**src/rtl/tdc_meas_sequencer.sv**
```systemverilog
// ---------------------------------------------------------------------------
// tdc_meas_sequencer
//
// Purpose:
//   Drives the time-to-digital counter through bursts of 2**AVG_LOG2
//   conversions. Each conversion is a clear pulse, then a start pulse, then
//   a wait for the counter's done level to rise. The captured counts are
//   summed and the sum is handed to the host over a valid/ready handshake.
//   This block is the counter's only driver.
//
// Ports:
//   clk          in   clock, rising edge
//   rst          in   synchronous active-high reset
//   req          in   start a burst (looked at in IDLE only)
//   abort        in   cancel the burst in CLEAR/START/WAIT_DONE
//   busy         out  high whenever the sequencer is not idle
//   cnt_clear    out  one-cycle clear pulse to the counter
//   cnt_start    out  one-cycle start pulse to the counter
//   cnt_running  in   counter converting (status only)
//   cnt_ready    in   counter conversion done (level)
//   cnt_value    in   counter result, valid while cnt_ready is high
//   res_data     out  sum of the burst samples (CNT_W+AVG_LOG2 bits)
//   res_valid    out  res_data valid, held until res_ready
//   res_ready    in   host accepts the result
//   res_timeout  out  at least one sample of this burst timed out
//
// Build option:
//   TDC_SEQ_TIMEOUT_EN  when defined, a sample that does not arrive within
//                       TIMEOUT_CYC cycles of WAIT_DONE is forced to all-ones
//                       and accepted, and res_timeout is raised. When not
//                       defined, WAIT_DONE waits until abort or rst and
//                       res_timeout stays 0.
//
// States:
//   state       | meaning
//   S_IDLE      | waiting for req
//   S_CLEAR     | cnt_clear pulse
//   S_START     | cnt_start pulse
//   S_WAIT_DONE | waiting for a rising edge on cnt_ready
//   S_OUTPUT    | res_valid held until res_ready
// ---------------------------------------------------------------------------
module tdc_meas_sequencer #(
    parameter int CNT_W       = 8,
    parameter int AVG_LOG2    = 2,
    parameter int TIMEOUT_CYC = 255
) (
    input  logic                      clk,
    input  logic                      rst,
    input  logic                      req,
    input  logic                      abort,
    output logic                      busy,
    output logic                      cnt_clear,
    output logic                      cnt_start,
    input  logic                      cnt_running,
    input  logic                      cnt_ready,
    input  logic [CNT_W-1:0]          cnt_value,
    output logic [CNT_W+AVG_LOG2-1:0] res_data,
    output logic                      res_valid,
    input  logic                      res_ready,
    output logic                      res_timeout
);

    localparam int ACC_W = CNT_W + AVG_LOG2;
    localparam int IDX_W = (AVG_LOG2 > 0) ? AVG_LOG2 : 1;
    localparam logic [IDX_W-1:0] LAST_IDX = IDX_W'((1 << AVG_LOG2) - 1);

    typedef enum logic [2:0] {
        S_IDLE,
        S_CLEAR,
        S_START,
        S_WAIT_DONE,
        S_OUTPUT
    } state_t;

    state_t           state;
    logic             ready_q;
    logic [ACC_W-1:0] acc;
    logic [IDX_W-1:0] sample_idx;
    logic             rise;
    logic             tmo;
    logic             take;
    logic [CNT_W-1:0] sample;

    // Sequencing only needs the done level; the running status is carried on
    // the port for the readout side and is deliberately not consumed here.
    logic unused_running;
    assign unused_running = cnt_running;

`ifdef TDC_SEQ_TIMEOUT_EN
    localparam int TMO_W = (TIMEOUT_CYC > 1) ? $clog2(TIMEOUT_CYC) : 1;
    localparam logic [TMO_W-1:0] TMO_LOAD = TMO_W'(TIMEOUT_CYC - 1);

    // Down-counter loaded on entry to WAIT_DONE; terminal count on the last
    // allowed waiting cycle forces the sample.
    logic [TMO_W-1:0] wait_cnt;
    assign tmo = (state == S_WAIT_DONE) && !rise && (wait_cnt == '0);
`else
    assign tmo = 1'b0;
`endif

    // Only a fresh rising edge counts, so a done level left high from an
    // earlier conversion can never be taken as a new sample.
    assign rise     = cnt_ready & ~ready_q;
    assign take     = rise | tmo;
    assign sample   = rise ? cnt_value : {CNT_W{1'b1}};
    assign res_data = acc;

    always_ff @(posedge clk) begin
        if (rst) begin
            state       <= S_IDLE;
            ready_q     <= 1'b0;
            acc         <= '0;
            sample_idx  <= '0;
            busy        <= 1'b0;
            cnt_clear   <= 1'b0;
            cnt_start   <= 1'b0;
            res_valid   <= 1'b0;
            res_timeout <= 1'b0;
`ifdef TDC_SEQ_TIMEOUT_EN
            wait_cnt    <= '0;
`endif
        end else begin
            ready_q   <= cnt_ready;
            cnt_clear <= 1'b0;
            cnt_start <= 1'b0;

            case (state)
                S_IDLE: begin
                    if (req) begin
                        state       <= S_CLEAR;
                        acc         <= '0;
                        sample_idx  <= '0;
                        res_timeout <= 1'b0;
                        busy        <= 1'b1;
                        cnt_clear   <= 1'b1;
                    end
                end

                S_CLEAR: begin
                    if (abort) begin
                        state <= S_IDLE;
                        busy  <= 1'b0;
                        acc   <= '0;
                    end else begin
                        state     <= S_START;
                        cnt_start <= 1'b1;
                    end
                end

                S_START: begin
                    if (abort) begin
                        state <= S_IDLE;
                        busy  <= 1'b0;
                        acc   <= '0;
                    end else begin
                        state <= S_WAIT_DONE;
`ifdef TDC_SEQ_TIMEOUT_EN
                        wait_cnt <= TMO_LOAD;
`endif
                    end
                end

                S_WAIT_DONE: begin
                    // abort wins over a sample arriving in the same cycle
                    if (abort) begin
                        state <= S_IDLE;
                        busy  <= 1'b0;
                        acc   <= '0;
                    end else if (take) begin
                        acc <= acc + ACC_W'(sample);
                        if (tmo) begin
                            res_timeout <= 1'b1;
                        end
                        if (sample_idx == LAST_IDX) begin
                            state     <= S_OUTPUT;
                            res_valid <= 1'b1;
                        end else begin
                            sample_idx <= sample_idx + IDX_W'(1);
                            state      <= S_CLEAR;
                            cnt_clear  <= 1'b1;
                        end
                    end else begin
`ifdef TDC_SEQ_TIMEOUT_EN
                        wait_cnt <= wait_cnt - TMO_W'(1);
`endif
                    end
                end

                S_OUTPUT: begin
                    if (res_ready) begin
                        state     <= S_IDLE;
                        res_valid <= 1'b0;
                        busy      <= 1'b0;
                    end
                end

                default: begin
                    state     <= S_IDLE;
                    busy      <= 1'b0;
                    res_valid <= 1'b0;
                end
            endcase
        end
    end

endmodule

```
**config.mk**
```make
export PLATFORM = sky130hd
export DESIGN_NAME = tdc_meas_sequencer
export DESIGN_NICKNAME = d
export VERILOG_FILES = /design/src/rtl/tdc_meas_sequencer.sv
export SDC_FILE = /design/constraint.sdc
export NUM_CORES = 1
export LEC_CHECK = 0
export ABC_AREA = 1
export CAP_MARGIN = 15
export CORE_ASPECT_RATIO = 1.5
export CORE_MARGIN = 3
export CORE_UTILIZATION = 35
export CTS_CLUSTER_SIZE = 40
export DETAILED_ROUTE_END_ITERATION = 8
export GPL_TIMING_DRIVEN = 0
export HOLD_SLACK_MARGIN = 0.03
export PLACE_DENSITY = 0.66
export SLEW_MARGIN = 20
export SYNTH_ARGS = -nofsm -noshare
export SYNTH_HDL_FRONTEND = slang
export SYNTH_SLANG_ARGS = --single-unit
export TNS_END_PERCENT = 100
```
**constraint.sdc**
```tcl
create_clock -name clk -period 4.08 [get_ports clk]
set_input_delay 0.816 -clock clk [delete_from_list [all_inputs] [get_ports clk]]
set_output_delay 0.816 -clock clk [all_outputs]
set_load 0.01 [all_outputs]
```
# Word-level counts from Yosys, hierarchy flattened
# Cells that the tools add are included.
dict set report totals {
  regBits 20
  inputBits 15
  out_inout_bits 15
}
dict set report classes {
  n_addsub 2
  n_eq_ne 14
  mux 33
  n_bitwise 4
  reduce_logical 12
}
# op count
set ops {}
lappend ops {{$mux W10} 4}
lappend ops {{$pmux W10 S3} 1}
lappend ops {{$mux W3} 5}
lappend ops {{$pmux W3 S5} 1}
lappend ops {{$mux W2} 6}
lappend ops {{$ne A2 B2 Y1 const B} 6}
lappend ops {{$mux W1} 11}
lappend ops {{$add A10 B8 Y10} 1}
lappend ops {{$reduce_and A5 Y1} 2}
lappend ops {{$mux W8} 1}
lappend ops {{$eq A3 B2 Y1 const B} 2}
lappend ops {{$pmux W1 S3} 2}
lappend ops {{$reduce_and A3 Y1} 2}
lappend ops {{$reduce_or A3 Y1} 2}
lappend ops {{$ne A2 B1 Y1 const B} 2}
lappend ops {{$pmux W2 S2} 1}
lappend ops {{$reduce_and A4 Y1} 1}
lappend ops {{$reduce_or A2 Y1} 2}
lappend ops {{$eq A3 B1 Y1 const B} 1}
lappend ops {{$eq A3 B3 Y1 const B} 1}
lappend ops {{$logic_not A3 Y1} 1}
lappend ops {{$ne A3 B3 Y1 const B} 1}
lappend ops {{$not A1 Y1} 3}
lappend ops {{$reduce_bool A3 Y1} 1}
lappend ops {{5 further kinds} 5}

# Longest topological paths before layout
# Gate-level depths: netlist (run 1).
dict set report logic_depth {
  depth_word 7
  ltp_mapped 14
  mapped_depth_nobuf 13
}

# Worst setup path before layout (run 1)
# Ideal clock, no wire load.
dict set report synth_timing {
  path_kind {input port to flip-flop}
  start {input port cnt_ready}
  end {register acc[6] (netlist: res_data[6])}
  setup_time_ns 0.070
  t_arrival_ns 2.442
  required_ns 4.010
  setup_slack_ns 1.567
  path_stages 12
  n_path_buf 1
  path_cell_list {nand2_1 > clkbuf_1 > or2_2 > ha_1 > fa_1 > nand3_1 > nand2_1 > nand3_1 > nand2_1 > nand2_1 > nand3_1 > a21oi_1}
}
dict set report synth_between {
  elab_chain_len 6
  elab_cells_between_ends 8
}
# element line
set synth_lines {}
lappend synth_lines {{from (decl)} 55} ;# input logic cnt_ready,
lappend synth_lines {{$and A1 B1 Y1 (*)} 103} ;# assign rise = cnt_ready & ~ready_q;
lappend synth_lines {{$mux W8} 105} ;# assign sample = rise ? cnt_value : {CNT_W{1'b1}};
lappend synth_lines {{$add A10 B8 Y10} 170} ;# acc <= acc + ACC_W'(sample);
lappend synth_lines {{$mux W10} 169} ;# end else if (take) begin
lappend synth_lines {{$mux W10} 165} ;# if (abort) begin
lappend synth_lines {{$pmux W10 S3} 127} ;# case (state)
lappend synth_lines {{to (signal assigned)} 170}
lappend synth_lines {{to (decl)} 77} ;# logic [ACC_W-1:0] acc;
# Every way passes the cells marked *; elsewhere a longest branch is shown, timed or not. The select of a mux whose other input is x is not followed.
# A chain may end at the register's enable or synchronous reset.

# Worst setup path after layout (run 1)
# Same ends and word-level chain as after synthesis.

==> results of run 1 <==
-- worst reg2reg max path, cell delays in order, from the launching register on --
cell and delay, ps:
dfxtp_1 300, inv_1 40, nand2_1 70, clkbuf_1 230, or2_2 330, ha_1 230, fa_1 410, nand3_1 100
nand2_1 110, nand3_1 110, nand2_1 60, nand2_1 50, nand3_1 80, a21oi_1 140
-- layout make-up --
cell class | count | area (um2)
tap | 42 | 52.6
clock buffer | 3 | 41.3
fill | 378 | 1860
timing repair buffer | 26 | 260
buffer | 4 | 18.8
multi-input combinational | 153 | 831
inverter | 23 | 86.3
sequential | 20 | 400
-- state kept, by name, indices dropped and copies added (netlist names) --
signal      cells
busy            1
cnt_clear       1
cnt_start       1
ready_q         1
res_data       10
res_valid       1
sample_idx      2
state           3
-- routing by layer --
metal	GRT usage, %	vias to the layer above
li1	-	708
met4	8.31	0
met1	16.4	609
met2	28.7	28
met3	2.20	8
met5	0	-
-- stage by stage --
stage | worst slack, ps | hold slack, ps | total power [mW]
2_1_floorplan | 1570 | 447 | 0.272
3_3_place_gp | 771 | 463 | 0.306
3_5_place_dp | 751 | 457 | 0.307
4_1_cts | 1020 | 476 | 0.439
5_1_grt | 848 | 518 | 0.461
6_report | 1030 | 475 | 0.432
-- path summary, 6_finish.rpt --
check / startpoint / end / slack (ps) / depth (start not counted)
max: cnt_ready / res_data[6] / 1030 / 13
min: sample_idx[1] / sample_idx[1] / 470 / 2
max reg2reg: ready_q / res_data[6] / 1740 / 13
min reg2reg: sample_idx[1] / sample_idx[1] / 470 / 2
-- cells by family after synthesis --
| family | synth area share [%] |
|---|---|
| AND/OR/NAND/NOR | 38.2 |
| buffers and inverters | 7.87 |
| AO/OA/AOI/OAI | 11.8 |
| flip-flops | 30.0 |
| other | 0.281 |
| XOR/XNOR | 1.97 |
| adder cells (fa/ha/maj) | 9.93 |
-- power by group --
part | switching (mW) | internal (mW) | total (mW)
clock network | 0.0645 | 0.0658 | 0.130
logic | 0.0526 | 0.0410 | 0.0936
registers | 0.00585 | 0.203 | 0.209
-- Yosys cell counts --
library cell	count	area share (%)
o221ai_1	1	0.66
nand2_1	55	15
dfxtp_1	20	30
nand2_2	1	0.47
o21ai_0	4	1.5
a21boi_0	1	0.56
a21oi_1	17	6.4
conb_1	1	0.28
inv_2	1	0.28
nor3_1	1	0.37
inv_1	22	6.2
xor2_1	3	2.0
nor2_4	1	0.84
o211ai_1	1	0.56
a31oi_1	3	1.4
or2_2	9	4.2
buf_4	1	0.56
fa_1	1	1.5
nand3_1	19	7.1
nand2_4	1	0.84
nand3b_1	2	1.1
nor3_4	1	1.2
clkbuf_1	3	0.84
nor2_1	19	5.3
o211a_1	1	0.75
ha_1	9	8.4
nand3_2	1	0.75
nand4_1	1	0.47
==> metrics, run 1 <==
GRT overflow=0; cell area after placement=1650 um2; ANT nets after route=0; cell area after layout=1690 um2; initial antenna violation count=0; CP startpoint kind=input port; Detailed Route Iter0 Violations=25; Leak=0.765 nW; layout cell share with drive strength beyond 1=8.30%; # IOs=30; worst-margin pin slew=532 ps; Post-Synthesis Cell Area=1340 um2; outcome=finished, final reports clean; Num CTS Buffers=3; VDD IR-drop max=0.198 mV; Vias per Instance=4.99; area delta synth->final=26.5%; first-pass GRT wire length=5.67 mm; Seq/Total Area, Yosys=30.0%; vias in the first global route=1,361; Avg Cell Area, Syn=6.68 um2; Post-CTS Resized=0; Seq cells post-synth=20; dpl hpwl=2.44 mm; gpl congestion=0.829; Synth warnings=0; Crit Path Max Fanout=10; CP bufs+invs=2; WL met3=97 um; Worst path slowest cell=clkdlybuf4s50_1; IO buf count=26; Starting Density=37.7%; total number of vias=1,353; Clock Pin Slew Worst Setup and Hold Paths=70 ps; largest net degree at the start of global routing=11; final net count=256; final WL=3.16 mm; CTS tree=built; Final TNS setup=0 ps; CP most frequent cell=nand2_1; Post-CTS Setup Inserts=0; Worst Hold Class=flip-flop to flip-flop; unrepaired setup endpoints after global routing=false; core area=3550 um2; syn_nets=225; Slew Limit Headroom=64.5%; CP Cell Sequence=clkdlybuf4s50_1 -> nand2_1 -> clkbuf_1 -> or2_2 -> ha_1 -> fa_1 -> nand3_1 -> nand2_1 -> nand3_1 -> nand2_1 -> nand2_1 -> nand3_1 -> a21oi_1; wire length on met1=1.32 mm; Netlist cell types=28; First-pass DRT Iterations=4; CTS Hold Bufs=0; # diodes=0; slowest stage delay, CP=470 ps; fin crit share=74.7%; fin util=47.7%; crit-path leading delay family=simple AND/OR/NAND/NOR gates; Top Layer Used=met4; total die area=4610 um2; die height=81.7 um; commonest non-fill, non-tap cell in the layout=nand2_1; Syn Inst Count=200; commonest non-fill, non-tap cells in the layout=55 x nand2_1, 26 x clkdlybuf4s50_1, 22 x inv_1; # Max-Cap Violations=0; post-layout minimum cycle time=3050 ps; die width=56.5 um; final std cells w/o fill=271; All-Layer GR Usage=15.4%; final hold vios=0; Wirelength per Cell=11.7 um; DR WL met2=1.66 mm; clk buf depth=2; total clock sinks=20; Final Skew=3.05 ps; pwr dens=256 nW/um2; CP endpoint kind=flip-flop; WS Path Type=input port to flip-flop; remaining routing DRC violations=0; Worst-Skew Late Latency=260 ps; depth of the CTS H-tree=1; Cell Rows=26; Root Buffer=clkbuf_8; dpl cells=268; Slew Viols, Final=0; fmax=0.328 GHz; Worst Path Required=4270 ps; Worst Path Arrival=3240 ps; Setup Viol. Count Final=0
Note: power is estimated with default switching activity, not from simulation.
==> inputs of run 2 (changes only) <==
--- a/config.mk
+++ b/config.mk
@@ -14,7 +14,7 @@
 export DETAILED_ROUTE_END_ITERATION = 8
 export GPL_TIMING_DRIVEN = 0
 export HOLD_SLACK_MARGIN = 0.03
-export PLACE_DENSITY = 0.66
+export PLACE_DENSITY = 0.68
 export SLEW_MARGIN = 20
 export SYNTH_ARGS = -nofsm -noshare
 export SYNTH_HDL_FRONTEND = slang
==> constraint.sdc (replaced) <==
create_clock -name clk -period 2.7 [get_ports clk]
set_input_delay 0.54 -clock clk [delete_from_list [all_inputs] [get_ports clk]]
set_output_delay 0.54 -clock clk [all_outputs]
set_load 0.01 [all_outputs]
==> run 2 against run 1 <==
  * Routed wire length down 3.0%
  * Clock-buffer cell count unchanged
  * Clock skew down 1.6 ps
  * Sequential share of layout area down 0.33 points
  * Sequential power up 51%
  * Via count down 1.8%
  * Critical endpoint is now res_data[5]
  * Highest routed layer unchanged
==> metrics, run 2 (synthesis gave the netlist of run 1 again) <==
Slew Limit Headroom=65.8%; Gate power share=21.7%; # Max-Cap Violations=0; worst-margin pin slew=513 ps; vias in the first global route=1,358; remaining routing DRC violations=0; Cell Rows=26; Largest register FFs=10; final net count=256; total clock sinks=20; outcome=finished, final reports clean; Clock Pin Slew Worst Setup and Hold Paths=70 ps; Worst-Skew Late Latency=260 ps; clk buf depth=2; Place WS=-374 ps; total power=0.653 mW; Setup crit start=cnt_ready; dpl hpwl=2.40 mm; CP endpoint kind=flip-flop; Reg power frac=48.3%; Worst Path Required=2830 ps; area delta synth->final=28.3%; initial antenna violation count=0; First-pass DRT Iterations=4; total die area=4610 um2; pwr dens=381 nW/um2; clock power share=29.9%; All-Layer GR Usage=15.2%; Worst Path Arrival=2680 ps; largest net degree at the start of global routing=11; gpl congestion=0.828; final std cells w/o fill=271; WS Path Type=input port to flip-flop; sw power=0.184 mW; die width=56.5 um; reg2reg start=ready_q; die height=81.7 um; commonest non-fill, non-tap cells in the layout=54 x nand2_1, 26 x clkdlybuf4s50_1, 22 x inv_1; PnR worst setup slack=146 ps; IO buf count=26; # IOs=30; fmax=0.392 GHz; Vias per Instance=4.90; Worst Hold Class=flip-flop to flip-flop; total number of vias=1,328; GR Util met1=15.5%; VDD IR-drop max=0.267 mV; GRT busiest layer=met2; Net Sw Frac=28.2%; first-pass GRT wire length=5.49 mm; Setup Viol. Count Final=0; core area=3550 um2; post-layout minimum cycle time=2550 ps; M2 GR Usage=28.2%; Leak=0.771 nW; Slew Viols, Final=0; final hold vios=0; Hold Startpoint=sample_idx[1]; M3 GR Usage=2.04%; GRT overflow=0; Int Power=0.469 mW; dpl cells=268; Detailed Route Iter0 Violations=22; CTS Hold Bufs=0; layout cell share with drive strength beyond 1=11.4%; final WL=3.07 mm; CP startpoint kind=input port; Wirelength per Cell=11.3 um; commonest non-fill, non-tap cell in the layout=nand2_1; fin crit share=94.6%; depth of the CTS H-tree=1; Root Buffer=clkbuf_8; # diodes=0; Starting Density=37.7%; Crit Path Max Fanout=10; ANT nets after route=0; Num CTS Buffers=3; unrepaired setup endpoints after global routing=false; WHS=472 ps; Final Skew=1.46 ps; fin util=48.3%; CTS tree=built
## run 2: cell types whose count changed in the layout (fill, tap and decap cells not counted)
cell,before,now
nand3_2,1,3
buf_4,1,2
nand2_1,55,54
clkbuf_1,3,2
fa_1,1,0
ha_2,0,2
nand2_2,1,2
ha_1,9,7
nand3_1,19,17
fa_2,0,1
## run 2: timing repair
item                                    in CTS  in global routing
buffers inserted                             0                  0
endpoints found under the setup margin       3                  5
pin swaps                                    0                  1
endpoints found under the hold margin        0                  0
resized for setup                            2                  7
cloned                                       0                  0
## run 2: per-layer routing
layer	wire length, um	up-vias
li1	-	704
met1	1270	593
met2	1610	20
met3	66	11
met4	121	0
met5	0	-
## run 2: worst paths after layout
kind,endpoint,slack (ps),depth (start not counted)
setup / recovery,res_data[5],150,10
setup reg to reg,res_data[5],580,10
hold reg to reg,sample_idx[1],470,2
hold / removal,sample_idx[1],470,2
## run 2: cell type report
type,instances,area (um2)
well taps,42,52.6
clock buffers,3,41.3
repair buffers,26,260
flip-flops and latches,20,400
plain buffers,4,22.5
multi-input cells,153,851
inverters,23,86.3
fillers,376,1830
## run 2: power by group through the flow
stage | clock network [mW] | logic, mW | registers [mW]
CTS | 0.208 | 0.142 | 0.315
global placement | 0 | 0.140 | 0.322
floorplan | 0 | 0.0874 | 0.324
finish | 0.196 | 0.142 | 0.316
detailed placement | 0 | 0.141 | 0.322
global route | 0.218 | 0.162 | 0.316
## run 2: worst max-delay path, stage by stage
cell and delay [ps]:
clkdlybuf4s50_1 470, nand2_1 80, buf_4 180, or2_2 270
ha_1 350, a21oi_1 260, nand2_1 110, or2_2 280
nand3_1 70, a21oi_1 60
## run 2: metrics by stage
step                area [um2]  TNS (ps)
global placement          1650     -1680
floorplan                 1340         0
finish                    1710         0
detailed placement        1650     -1720
CTS                       1690         0
global route              1710         0
